==> config.mk <==
export PLATFORM = sky130hd
export DESIGN_NAME = ddrc_seq_arbiter
export DESIGN_NICKNAME = d
export VERILOG_FILES = /design/src/rtl/ddrc_seq_pkg.sv /design/src/rtl/ddrc_rr_pick.sv /design/src/rtl/ddrc_seq_arbiter.sv
export SDC_FILE = /design/constraint.sdc
export NUM_CORES = 1
export LEC_CHECK = 0
export ABC_AREA = 1
export BUFFER_PORTS_ARGS = -buffer_cell sky130_fd_sc_hd__buf_4
export CORE_MARGIN = 2
export CORE_UTILIZATION = 51
export DETAILED_ROUTE_END_ITERATION = 10
export PLACE_DENSITY = 0.85
export SETUP_SLACK_MARGIN = 0.5
export SLEW_MARGIN = 20
export SYNTH_ARGS = -nofsm -noshare
export SYNTH_HDL_FRONTEND = slang
export SYNTH_SLANG_ARGS = --single-unit
==> constraint.sdc <==
create_clock -name mclk -period 5.2 [get_ports mclk]
set_clock_uncertainty 0.05 [all_clocks]
set_input_delay 0.78 -clock mclk [delete_from_list [all_inputs] [get_ports mclk]]
set_output_delay 0.78 -clock mclk [all_outputs]
set_load 0.1 [all_outputs]
==> src/rtl/ddrc_seq_pkg.sv <==
// +----------------------------------------------------------------------------+
// | Module      : ddrc_seq_pkg                                                 |
// | Description : Shared state encoding and default widths for the DDR         |
// |               sequencer arbiter and its round-robin picker.                |
// | Revision    : 1.0 - initial release                                        |
// +----------------------------------------------------------------------------+
`default_nettype none

package ddrc_seq_pkg;

    localparam int c_STATE_W = 2;

    localparam logic [c_STATE_W-1:0] c_IDLE = 2'd0;
    localparam logic [c_STATE_W-1:0] c_RUN  = 2'd1;
    localparam logic [c_STATE_W-1:0] c_WAIT = 2'd2;
    localparam logic [c_STATE_W-1:0] c_DONE = 2'd3;

    localparam int c_ADDR_BITS_DEF = 11;
    localparam int c_CHN_BITS_DEF  = 4;

endpackage

`default_nettype wire

==> src/rtl/ddrc_rr_pick.sv <==
// +----------------------------------------------------------------------------+
// | Module      : ddrc_rr_pick                                                 |
// | Description : Combinational round-robin picker: first set request at or    |
// |               above rr_ptr, wrapping modulo NUM_REQ.                       |
// | Revision    : 1.0 - initial release                                        |
// +----------------------------------------------------------------------------+
`default_nettype none

module ddrc_rr_pick
    import ddrc_seq_pkg::*;
#(
    parameter int NUM_REQ  = 4,
    parameter int CHN_BITS = c_CHN_BITS_DEF
) (
    input  logic [NUM_REQ-1:0]  req,
    input  logic [CHN_BITS-1:0] rr_ptr,
    output logic [CHN_BITS-1:0] winner,
    output logic                any_req
);

    localparam logic [CHN_BITS:0] c_NUM_REQ = (CHN_BITS+1)'(NUM_REQ);

    logic [NUM_REQ-1:0]  w_rot;
    logic [CHN_BITS-1:0] w_off;
    logic [CHN_BITS:0]   w_sum;

    // Rotate so bit 0 is the requester at rr_ptr, then take the lowest set bit.
    always_comb begin
        w_rot   = NUM_REQ'({req, req} >> rr_ptr);
        w_off   = '0;
        any_req = 1'b0;
        for (int k = NUM_REQ - 1; k >= 0; k--) begin
            if (w_rot[k]) begin
                any_req = 1'b1;
                w_off   = CHN_BITS'(k);
            end
        end
        w_sum = {1'b0, rr_ptr} + {1'b0, w_off};
        if (w_sum >= c_NUM_REQ) begin
            w_sum = w_sum - c_NUM_REQ;
        end
        winner = w_sum[CHN_BITS-1:0];
    end

endmodule

`default_nettype wire

==> src/rtl/ddrc_seq_arbiter.sv <==
// +----------------------------------------------------------------------------+
// | Module      : ddrc_seq_arbiter                                             |
// | Description : Round-robin sharing of the single DDR sequencer between      |
// |               NUM_REQ requesters, one sequence in flight at a time.        |
// |               Optional watchdog: define DDRC_SEQ_TIMEOUT_EN.               |
// | Revision    : 1.0 - initial release                                        |
// +----------------------------------------------------------------------------+
`default_nettype none

module ddrc_seq_arbiter
    import ddrc_seq_pkg::*;
#(
    parameter int NUM_REQ        = 4,
    parameter int ADDR_BITS      = c_ADDR_BITS_DEF,
    parameter int CHN_BITS       = c_CHN_BITS_DEF,
    parameter int TIMEOUT_CYCLES = 4096
) (
    input  logic                           mclk,
    input  logic                           rst,
    input  logic [NUM_REQ-1:0]             req,
    input  logic [NUM_REQ*ADDR_BITS-1:0]   req_addr,
    output logic [NUM_REQ-1:0]             ack,
    output logic                           err,
    output logic [ADDR_BITS-1:0]           run_addr,
    output logic [CHN_BITS-1:0]            run_chn,
    output logic                           run_seq,
    input  logic                           run_done,
    output logic                           busy
);

    if (((2 ** CHN_BITS) < NUM_REQ) || (NUM_REQ < 1) || (TIMEOUT_CYCLES < 2)) begin : g_param_check
        $error("ddrc_seq_arbiter: illegal parameter combination");
    end

    logic [c_STATE_W-1:0] r_state;
    logic [c_STATE_W-1:0] w_next_state;
    logic [CHN_BITS-1:0]  r_rr_ptr;
    logic [CHN_BITS-1:0]  r_run_chn;
    logic [ADDR_BITS-1:0] r_run_addr;
    logic [CHN_BITS-1:0]  w_winner;
    logic                 w_any_req;
    logic [ADDR_BITS-1:0] w_sel_addr;
    logic                 w_timeout;
    logic                 w_err_flag;

    ddrc_rr_pick #(
        .NUM_REQ  (NUM_REQ),
        .CHN_BITS (CHN_BITS)
    ) u_pick (
        .req     (req),
        .rr_ptr  (r_rr_ptr),
        .winner  (w_winner),
        .any_req (w_any_req)
    );

    always_comb begin
        w_sel_addr = '0;
        for (int i = 0; i < NUM_REQ; i++) begin
            if (w_winner == CHN_BITS'(i)) begin
                w_sel_addr = req_addr[i*ADDR_BITS +: ADDR_BITS];
            end
        end
    end

`ifdef DDRC_SEQ_TIMEOUT_EN
    localparam int c_WD_W = $clog2(TIMEOUT_CYCLES);

    logic [c_WD_W-1:0] r_wd;
    logic              r_err;

    assign w_timeout  = (r_state == c_WAIT) && (r_wd == c_WD_W'(TIMEOUT_CYCLES - 1));
    assign w_err_flag = r_err;

    // A run_done arriving on the timeout cycle counts as a normal completion.
    always_ff @(posedge mclk) begin
        if (rst) begin
            r_wd  <= '0;
            r_err <= 1'b0;
        end else if (r_state == c_RUN) begin
            r_wd  <= '0;
            r_err <= 1'b0;
        end else if (r_state == c_WAIT) begin
            r_wd  <= r_wd + c_WD_W'(1);
            r_err <= w_timeout & ~run_done;
        end
    end
`else
    assign w_timeout  = 1'b0;
    assign w_err_flag = 1'b0;
`endif

    always_ff @(posedge mclk) begin
        if (rst) begin
            r_state <= c_IDLE;
        end else begin
            r_state <= w_next_state;
        end
    end

    always_comb begin
        w_next_state = r_state;
        case (r_state)
            c_IDLE:  if (w_any_req) w_next_state = c_RUN;
            c_RUN:   w_next_state = c_WAIT;
            c_WAIT:  if (run_done || w_timeout) w_next_state = c_DONE;
            c_DONE:  w_next_state = c_IDLE;
            default: w_next_state = c_IDLE;
        endcase
    end

    always_comb begin
        run_seq = (r_state == c_RUN);
        busy    = (r_state != c_IDLE);
        err     = (r_state == c_DONE) && w_err_flag;
        ack     = '0;
        for (int i = 0; i < NUM_REQ; i++) begin
            ack[i] = (r_state == c_DONE) && (r_run_chn == CHN_BITS'(i));
        end
    end

    // Grant fields are captured once in IDLE and held until the next grant.
    always_ff @(posedge mclk) begin
        if (rst) begin
            r_rr_ptr   <= '0;
            r_run_chn  <= '0;
            r_run_addr <= '0;
        end else begin
            if ((r_state == c_IDLE) && w_any_req) begin
                r_run_chn  <= w_winner;
                r_run_addr <= w_sel_addr;
            end
            if (r_state == c_DONE) begin
                r_rr_ptr <= (r_run_chn == CHN_BITS'(NUM_REQ - 1)) ? '0 : r_run_chn + CHN_BITS'(1);
            end
        end
    end

    assign run_addr = r_run_addr;
    assign run_chn  = r_run_chn;

endmodule

`default_nettype wire
-- Word-level counts from Yosys, hierarchy flattened
Index checks and enable logic that the tools add are counted.
- shift-type cells: 1
- mux-type cells: 17
- magnitude comparators: 1
- $add $sub $neg: 3
- reduce and logical (&&, ||, !) cells: 10
- equality and inequality tests: 11
- operator list (operator ; count):
    two-way mux 11 bit ; 4
    == test 4 x 2 -> 1 bit, second input constant ; 4
    two-way mux 2 bit ; 6
    == test 4 x 1 -> 1 bit, second input constant ; 2
    logical NOT 4 bit ; 2
    two-way mux 4 bit ; 2
    one-hot mux 2 bit (4 select lines) ; 1
    >> shifter 8 x 4 -> 4 bit ; 1
    adder 4 x 2 -> 5 bit ; 1
    >= comparator 5 x 3 -> 1 bit, second input constant ; 1
    logical AND 1 bit ; 5
    adder 4 x 1 -> 4 bit, second input constant ; 1
    == test 2 bit, second input constant ; 2
    two-way mux 1 bit ; 4
    inequality test 2 bit, second input constant ; 2
    subtractor 4 x 3 -> 4 bit, second input constant ; 1
    == test 2 x 1 -> 1 bit, second input constant ; 1
    logical NOT 2 bit ; 1
    AND reduction 2 bit ; 1
    nonzero test 2 bit ; 1
- input bits: 51
- output and inout port bits: 22
- flip-flop bits (word level): 21

-- Longest topological paths before layout
Gate-level depths: netlist of run 1.
- depth after elaboration: 13
- depth in mapped cells: 25
- mapped depth without buffers: 24

-- Cells and area by module
A second synthesis of run 1 with hierarchy kept.
- cell total of the unflattened synthesis: 263
- area, all modules: 1639.1 um2
- by module, submodules not included (module ; cells each ; instances ; area each (um2) ; seq. area each (um2)):
    ddrc_seq_arbiter ; 202 ; 1 ; 1327.5 ; 420.4
    ddrc_rr_pick ; 61 ; 1 ; 311.5 ; 0.0

-- Least setup slack after synthesis of run 1
No wires, ideal clock.
- kind: reg-to-output
- start point: register r_run_chn[1] (netlist: run_chn[1])
- end point: output ack[3]
- setup slack: 1.720 ns
- data required time: 4.370 ns
- stages on the path, launching flop included: 4
- arrival time: 2.650 ns
- buffers on the path: 0
- cell sequence: dfxtp_1 ha_1 nand2_1 nor2_1
- word-level cells in the longest chain between the ends: 2
- RTL lines (what ; RTL line ; RTL):
    start: declaration ; ddrc_seq_arbiter.sv:38 ; logic [CHN_BITS-1:0] r_run_chn;
    start signal: assignment ; ddrc_seq_arbiter.sv:129 ; r_run_chn <= w_winner;
    == test 4 x 2 -> 1 bit ; ddrc_seq_arbiter.sv:117 ; ack[i] = (r_state == c_DONE) && (r_run_chn == CHN_BITS'(i));
    logical AND 1 bit ; ddrc_seq_arbiter.sv:117 ;
    end: declaration ; ddrc_seq_arbiter.sv:22 ; output logic [NUM_REQ-1:0] ack,
No other way between the ends.

-- Worst setup path in the final report of run 1
- start point: register r_rr_ptr[1]
- end point: register r_run_addr[3] (netlist: run_addr[3])
- word-level cells in the longest chain between the ends: 13
- elaborated cells on any way between the ends: 22
- classes of those cells: add/sub (2); order compare (1); eq/ne (3); shift (1); mux (13); reduce/logical (2)
- RTL lines (what ; RTL line ; RTL):
    start: declaration ; ddrc_seq_arbiter.sv:37 ; logic [CHN_BITS-1:0] r_rr_ptr;
    start signal: assignment ; ddrc_seq_arbiter.sv:133 ; r_rr_ptr <= (r_run_chn == CHN_BITS'(NUM_REQ - 1)) ? '0 : r_run_chn + CHN_BITS'(1);
    >> shifter 8 x 4 -> 4 bit ; ddrc_rr_pick.sv:29 ; w_rot = NUM_REQ'({req, req} >> rr_ptr);
    two-way mux 2 bit (4 in a row) ; ddrc_rr_pick.sv:33 ; if (w_rot[k]) begin
    adder 4 x 2 -> 5 bit ; ddrc_rr_pick.sv:38 ; w_sum = {1'b0, rr_ptr} + {1'b0, w_off};
    subtractor 4 x 3 -> 4 bit or >= comparator 5 x 3 -> 1 bit (tied branches) ; ddrc_rr_pick.sv:40, ddrc_rr_pick.sv:39 ;
    two-way mux 4 bit ; ddrc_rr_pick.sv:39 ; if (w_sum >= c_NUM_REQ) begin
    logical NOT 4 bit ; ddrc_seq_arbiter.sv:59 ; if (w_winner == CHN_BITS'(i)) begin
    two-way mux 11 bit (4 in a row) ; ddrc_seq_arbiter.sv:59 ;
    end signal: assignment ; ddrc_seq_arbiter.sv:130 ; r_run_addr <= w_sel_addr;
    end: declaration ; ddrc_seq_arbiter.sv:39 ; logic [ADDR_BITS-1:0] r_run_addr;
Parallel ways exist; a longest one is shown, timed or not.
A chain may end at the register's enable or synchronous reset.

==> results of run 1 <==
==> synth_stat cells (3+ instances only) <==
library cell | n | share of area
dfxtp_1 | 21 | 0.25
inv_1 | 27 | 0.061
nand3_2 | 7 | 0.042
nor2_1 | 42 | 0.095
nand2_2 | 3 | 0.011
ha_1 | 12 | 0.091
o21ai_0 | 14 | 0.042
inv_2 | 4 | 0.0091
nand2_1 | 72 | 0.16
nand3_1 | 31 | 0.094
a21oi_1 | 15 | 0.045
==> metrics by stage <==
stage / power (uW) / setup slack, ns
after floorplan: 1170 / 1.72
after global placement: 1370 / 1.61
after detailed placement: 1380 / 1.51
after CTS: 1460 / 1.83
after global routing: 1580 / 1.51
final: 1460 / 1.80
==> power by group through the flow <==
stage	logic [uW]	registers [uW]	clock network, uW
finish	1120	263	80.0
global route	1220	269	87.3
CTS	1120	262	81.7
detailed placement	1110	266	0
global placement	1100	265	0
floorplan	619	553	0
==> per-layer routing <==
| layer | vias up | part of all wire | GRT usage |
|---|---|---|---|
| met1 | 795 | 0.45 | 0.277 |
| li1 | 979 | - | - |
| met5 | - | 0 | 0 |
| met4 | 0 | 0.019 | 0.0590 |
| met3 | 10 | 0.063 | 0.0441 |
| met2 | 81 | 0.46 | 0.409 |
==> cell families (layout without fill, tap and decap cells) <==
group | after synthesis | after routing | synth area share
and+or+nand+nor | 158 | 158 | 0.420
xor gates and xnor gates | 4 | 4 | 0.0257
other | 1 | 1 | 0.00226
adders and majority gates | 13 | 13 | 0.103
DFF | 21 | 21 | 0.254
AOI/OAI and AO/OA | 31 | 31 | 0.100
buffers and inverters | 38 | 106 | 0.0958
==> critical path: stages, from the launching register on <==
cell     delay, ns
dfxtp_1       0.42
inv_1         0.16
nor2_1        0.17
nand2_1       0.08
nand2_1       0.09
nand4_1       0.08
a21oi_1       0.17
ha_1          0.19
inv_1         0.05
fa_1          0.42
xnor2_2       0.18
ha_1          0.36
o21ai_4       0.31
nand2_4       0.10
inv_2         0.20
nand3_1       0.10
nand3_1       0.12
a21oi_1       0.07
==> flip-flops by register name, indices dropped and copies added, names as in the netlist <==
register  flops
run_addr     11
r_rr_ptr      4
run_chn       4
r_state       2
==> how the worst max path moves through the flow <==
stage / slack (ns) / end / from
floorplan: 1.72 / ack[3] / run_chn[1]
global placement: 1.61 / run_addr[6] / req[2]
detailed placement: 1.51 / run_addr[3] / req[2]
CTS: 1.83 / run_addr[3] / r_rr_ptr[1]
global route: 1.51 / run_addr[3] / r_rr_ptr[0]
finish: 1.80 / run_addr[3] / r_rr_ptr[1]
==> area by class of cell <==
cell class | instances | area [um2]
sequential | 21 | 420
fill | 271 | 845
clock buffer | 3 | 22.5
timing repair buffer | 71 | 533
multi-input combinational | 207 | 1080
tap | 44 | 55.1
clock inverter | 1 | 7.51
inverter | 31 | 116
==> flow_summary.toml, run 1 <==
[status]
outcome = "completed"

[placement]
detailed_place.area_um2 = 2200
portBuffers = 71
place_hpwl_um = 3350
place.gp.congestion = 0.855
dpl.cell_count = 374

[power]
comb_power_share = 0.765
power.leakage_uw = 0.00116
vdd_drop_max_uv = 307
power_per_cell_area_nw_per_um2 = 653
share_of_power_burned_in_registers = 0.180
power.internal_uw = 538
power_switching_uw = 921
switching_share = 0.631
power_frac_clock = 0.055

[sta]
clock.fmax_mhz = 294
unrepaired_setup_endpoints_after_global_routing = "false"
maxSlewViolCount = 0
setup_violations = 0
period_share = 0.654
fin_worst_hold_slack_ns = 0.435
hold_violations = 0
final.min_clock_period_ns = 3.40
finalSetupTns_ns = 0
max_slew.worst_pin.slew_ns = 0.619
timing.slew.headroom = 0.587

[cts]
postCtsSetupRepairBufs = 0
clk_transition_reported_paths_ns = 0.12
htree_levels = 1
insertion_delay_ns = 0.30
ctsLongestPathBuffers = 2
cts_resized = 0
cts_root_buf = "clkbuf_4"
cts_sinks = 21
cts_tree = "done"
cts-buffers-inserted = 3
cts.hold.buffers_added = 0

[worst_setup_path]
path_class = "flip-flop to flip-flop"
reg2reg_depth = 17
timing.critical_path.from_type = "flip-flop"
rrSetupSlack_ns = 1.80
worstPathMaxFanout = 11
reg_to_reg_start = "r_rr_ptr[1]"
crit_arrival_ns = 3.56
reg_to_reg_critical_path_endpoint = "run_addr[3]"
crit_path_end_kind = "flip-flop"
timing.critical_path.required_ns = 5.36

[synthesis]
ys.warnings.count = 0
synth.cell_area_um2 = 1660
asyncSetResetFlopFracSynth = 0
post_synth_inst_count = 266
ys_ff_latch = 21
synth_edf_count = 0
yosys_most_used_dff = "dfxtp_1"
synthesis.area_per_instance_um2 = 6.23
ys_seq_area_frac = 0.254
postSynthNetCount = 330
synth.lib_cells_used.distinct = 26

[cells_and_area]
mostFrequentLayoutCell = "nand2_1"
stdcell_area_um2 = 2230
drive_gt1_frac = 0.278
nets = 399
layout.cells.non_filler = 378
most-common-layout-cells = "nand2_1 (72), buf_4 (71), nor2_1 (42)"
flow.area_growth_from_synthesis_pct = 34.7
ant_diodes = 0
final_core_util = 0.726

[hold_path]
min-delay-path-class = "flip-flop to flip-flop"
hold_depth = 2
hp_start = "run_addr[6]"
min_to = "run_addr[6]"

[detailed_routing]
via_per_inst = 4.93
route.detailed.drc = 0
ant_nets = 0
drt-initial-drc-count = 82
first_pass_iters = 4
postRouteWirelength_um = 4080
routed-via-count = 1865
route.detailed.wl_per_inst_um = 10.8

[global_routing]
grt_use_total = 0.227
grt_pass1_wl_um = 6540
grt_pass1_vias = 1672
globalRouteOverflowTotal = 0
antenna_found_initial = 0
grt_max_degree = 19

[flow_run]
cap_violations = 0

[die]
chip_height_um = 61.0
initial_utilization = 0.539
io_pins = 73
placementRows = 20
floorplan.die_area_um2 = 3720
fp.dieW_um = 61.0
design.core.area_um2 = 3080
(Power assumes the default switching activity.)
==> inputs of run 2 (changes only) <==
--- a/config.mk
+++ b/config.mk
@@ -8,9 +8,9 @@
 export ABC_AREA = 1
 export BUFFER_PORTS_ARGS = -buffer_cell sky130_fd_sc_hd__buf_4
 export CORE_MARGIN = 2
-export CORE_UTILIZATION = 51
+export CORE_UTILIZATION = 48
 export DETAILED_ROUTE_END_ITERATION = 10
-export PLACE_DENSITY = 0.85
+export PLACE_DENSITY = 0.81
 export SETUP_SLACK_MARGIN = 0.5
 export SLEW_MARGIN = 20
 export SYNTH_ARGS = -nofsm -noshare
==> constraint.sdc (replaced) <==
create_clock -name mclk -period 3.3 [get_ports mclk]
set_clock_uncertainty 0.05 [all_clocks]
set_input_delay 0.495 -clock mclk [delete_from_list [all_inputs] [get_ports mclk]]
set_output_delay 0.495 -clock mclk [all_outputs]
set_load 0.1 [all_outputs]
==> flow_summary.toml, run 2 (synthesis gave the netlist of run 1 again) <==
[detailed_routing]
routed-via-count = 1928
first_pass_iters = 4
route.detailed.wl_per_inst_um = 11.4
route.detailed.drc = 0
ant_nets = 0
drt-initial-drc-count = 88
postRouteWirelength_um = 4460
via_per_inst = 4.93

[die]
io_pins = 73
placementRows = 21
design.core.area_um2 = 3340
fp.dieW_um = 62.8
floorplan.die_area_um2 = 3940
chip_height_um = 62.8
initial_utilization = 0.497

[cells_and_area]
most-common-layout-cells = "buf_4 (81), nand2_1 (61), nor2_1 (29)"
drive_gt1_frac = 0.452
nets = 410
largest_register_ffs = 11
flow.area_growth_from_synthesis_pct = 50.6
ant_diodes = 0
stdcell_area_um2 = 2500
fillerInstances = 279
register_area_um2 = 429
mostFrequentLayoutCell = "buf_4"
multi_input_area_um2 = 1230

[sta]
unrepaired_setup_endpoints_after_global_routing = "true"
clock.fmax_mhz = 332
hold_violations = 0
maxSlewViolCount = 0
setup_violations = 0
final.min_clock_period_ns = 3.01
period_share = 0.913
postLayoutSetupSlackWorst_ns = 0.288

[worst_setup_path]
crit_arrival_ns = 3.20
rrSetupSlack_ns = 0.29
path_class = "flip-flop to flip-flop"
crit_path_end_kind = "flip-flop"
worstPathMaxFanout = 6
timing.critical_path.required_ns = 3.49
timing.critical_path.from_type = "flip-flop"

[cts]
cts_root_buf = "clkbuf_4"
cts-buffers-inserted = 3
clk_transition_reported_paths_ns = 0.11
insertion_delay_ns = 0.30
cts.hold.buffers_added = 0
cts_tree = "done"
ctsLongestPathBuffers = 2
htree_levels = 1
cts_sinks = 21

[flow_run]
cap_violations = 0

[global_routing]
grt_use_total = 0.231
grt_pass1_wl_um = 7490
grt_max_degree = 19
antenna_found_initial = 0
grt_pass1_vias = 1811
globalRouteOverflowTotal = 0

[placement]
place.gp.congestion = 0.904
portBuffers = 71
place_hpwl_um = 3350
detailed_place.area_um2 = 2240
dp_slack_ns = -0.00485

[status]
outcome = "completed"

[power]
vdd_drop_max_uv = 511
power_per_cell_area_nw_per_um2 = 1010
power.leakage_uw = 0.00126

[hold_path]
min-delay-path-class = "input pin to flip-flop"
[run 2: per-layer routing]
layer  global-route usage  vias to the layer above  share of wire
met5                    0                        -              0
met4               0.0833                        0          0.013
met3               0.0360                        6          0.055
met2                0.413                       71           0.49
met1                0.279                      851           0.44
li1                     -                     1000              -
[run 2: layout make-up]
type | instances | share of cell area
Inverter | 31 | 0.0526
Multi-Input combinational cell | 207 | 0.493
Tap cell | 46 | 0.0230
Sequential cell | 21 | 0.172
Timing Repair Buffer | 82 | 0.248
Clock buffer | 3 | 0.00902
Clock inverter | 1 | 0.00200
[run 2: critical path: stages (launching register included)]
cell and delay [ns]:
dfxtp_4 0.39, inv_4 0.07, nand2_2 0.05, nand3_2 0.08, nand2_2 0.07, nor2_4 0.14
inv_2 0.05, a21oi_2 0.14, ha_2 0.20, inv_2 0.04, fa_2 0.36, xnor2_2 0.19
ha_2 0.32, o21ai_4 0.26, buf_6 0.18, nand3_1 0.07, nand3_1 0.09, nand3_1 0.09
a21oi_1 0.11
[run 2: what timing repair did]
action                                  4_1_cts  5_1_grt
setup buffers                                 8        2
endpoints found under the setup margin       12       13
gates resized for setup                      29       24
pin swaps                                    21       20
[run 2: final timing paths]
kind / cells after the start / end / from
worst min-delay path: 2 / run_addr[6] / rst
worst max register to register: 18 / run_addr[0] / r_rr_ptr[0]
worst max-delay path: 18 / run_addr[0] / r_rr_ptr[0]
worst min register to register: 2 / run_addr[3] / run_addr[3]
[run 2: per-stage QoR]
stage | hold WS (ns) | setup TNS [ns] | std cells | total power [uW] | utilization
floorplan | 0.403 | 0 | 266 | 1860 | -
global placement | 0.402 | 0 | 377 | 2170 | 0.672
detailed placement | 0.406 | -0.00485 | 377 | 2200 | 0.672
CTS | 0.340 | 0 | 389 | 2420 | 0.719
global route | 0.339 | 0 | 391 | 2700 | 0.748
finish | 0.350 | 0 | 391 | 2510 | 0.748
[run 2: where the power goes]
| part | switching [uW] | internal [uW] |
|---|---|---|
| sequential | 72.3 | 343 |
| combinational | 1420 | 560 |
| clock | 76.6 | 45.2 |
| total | 1560 | 948 |
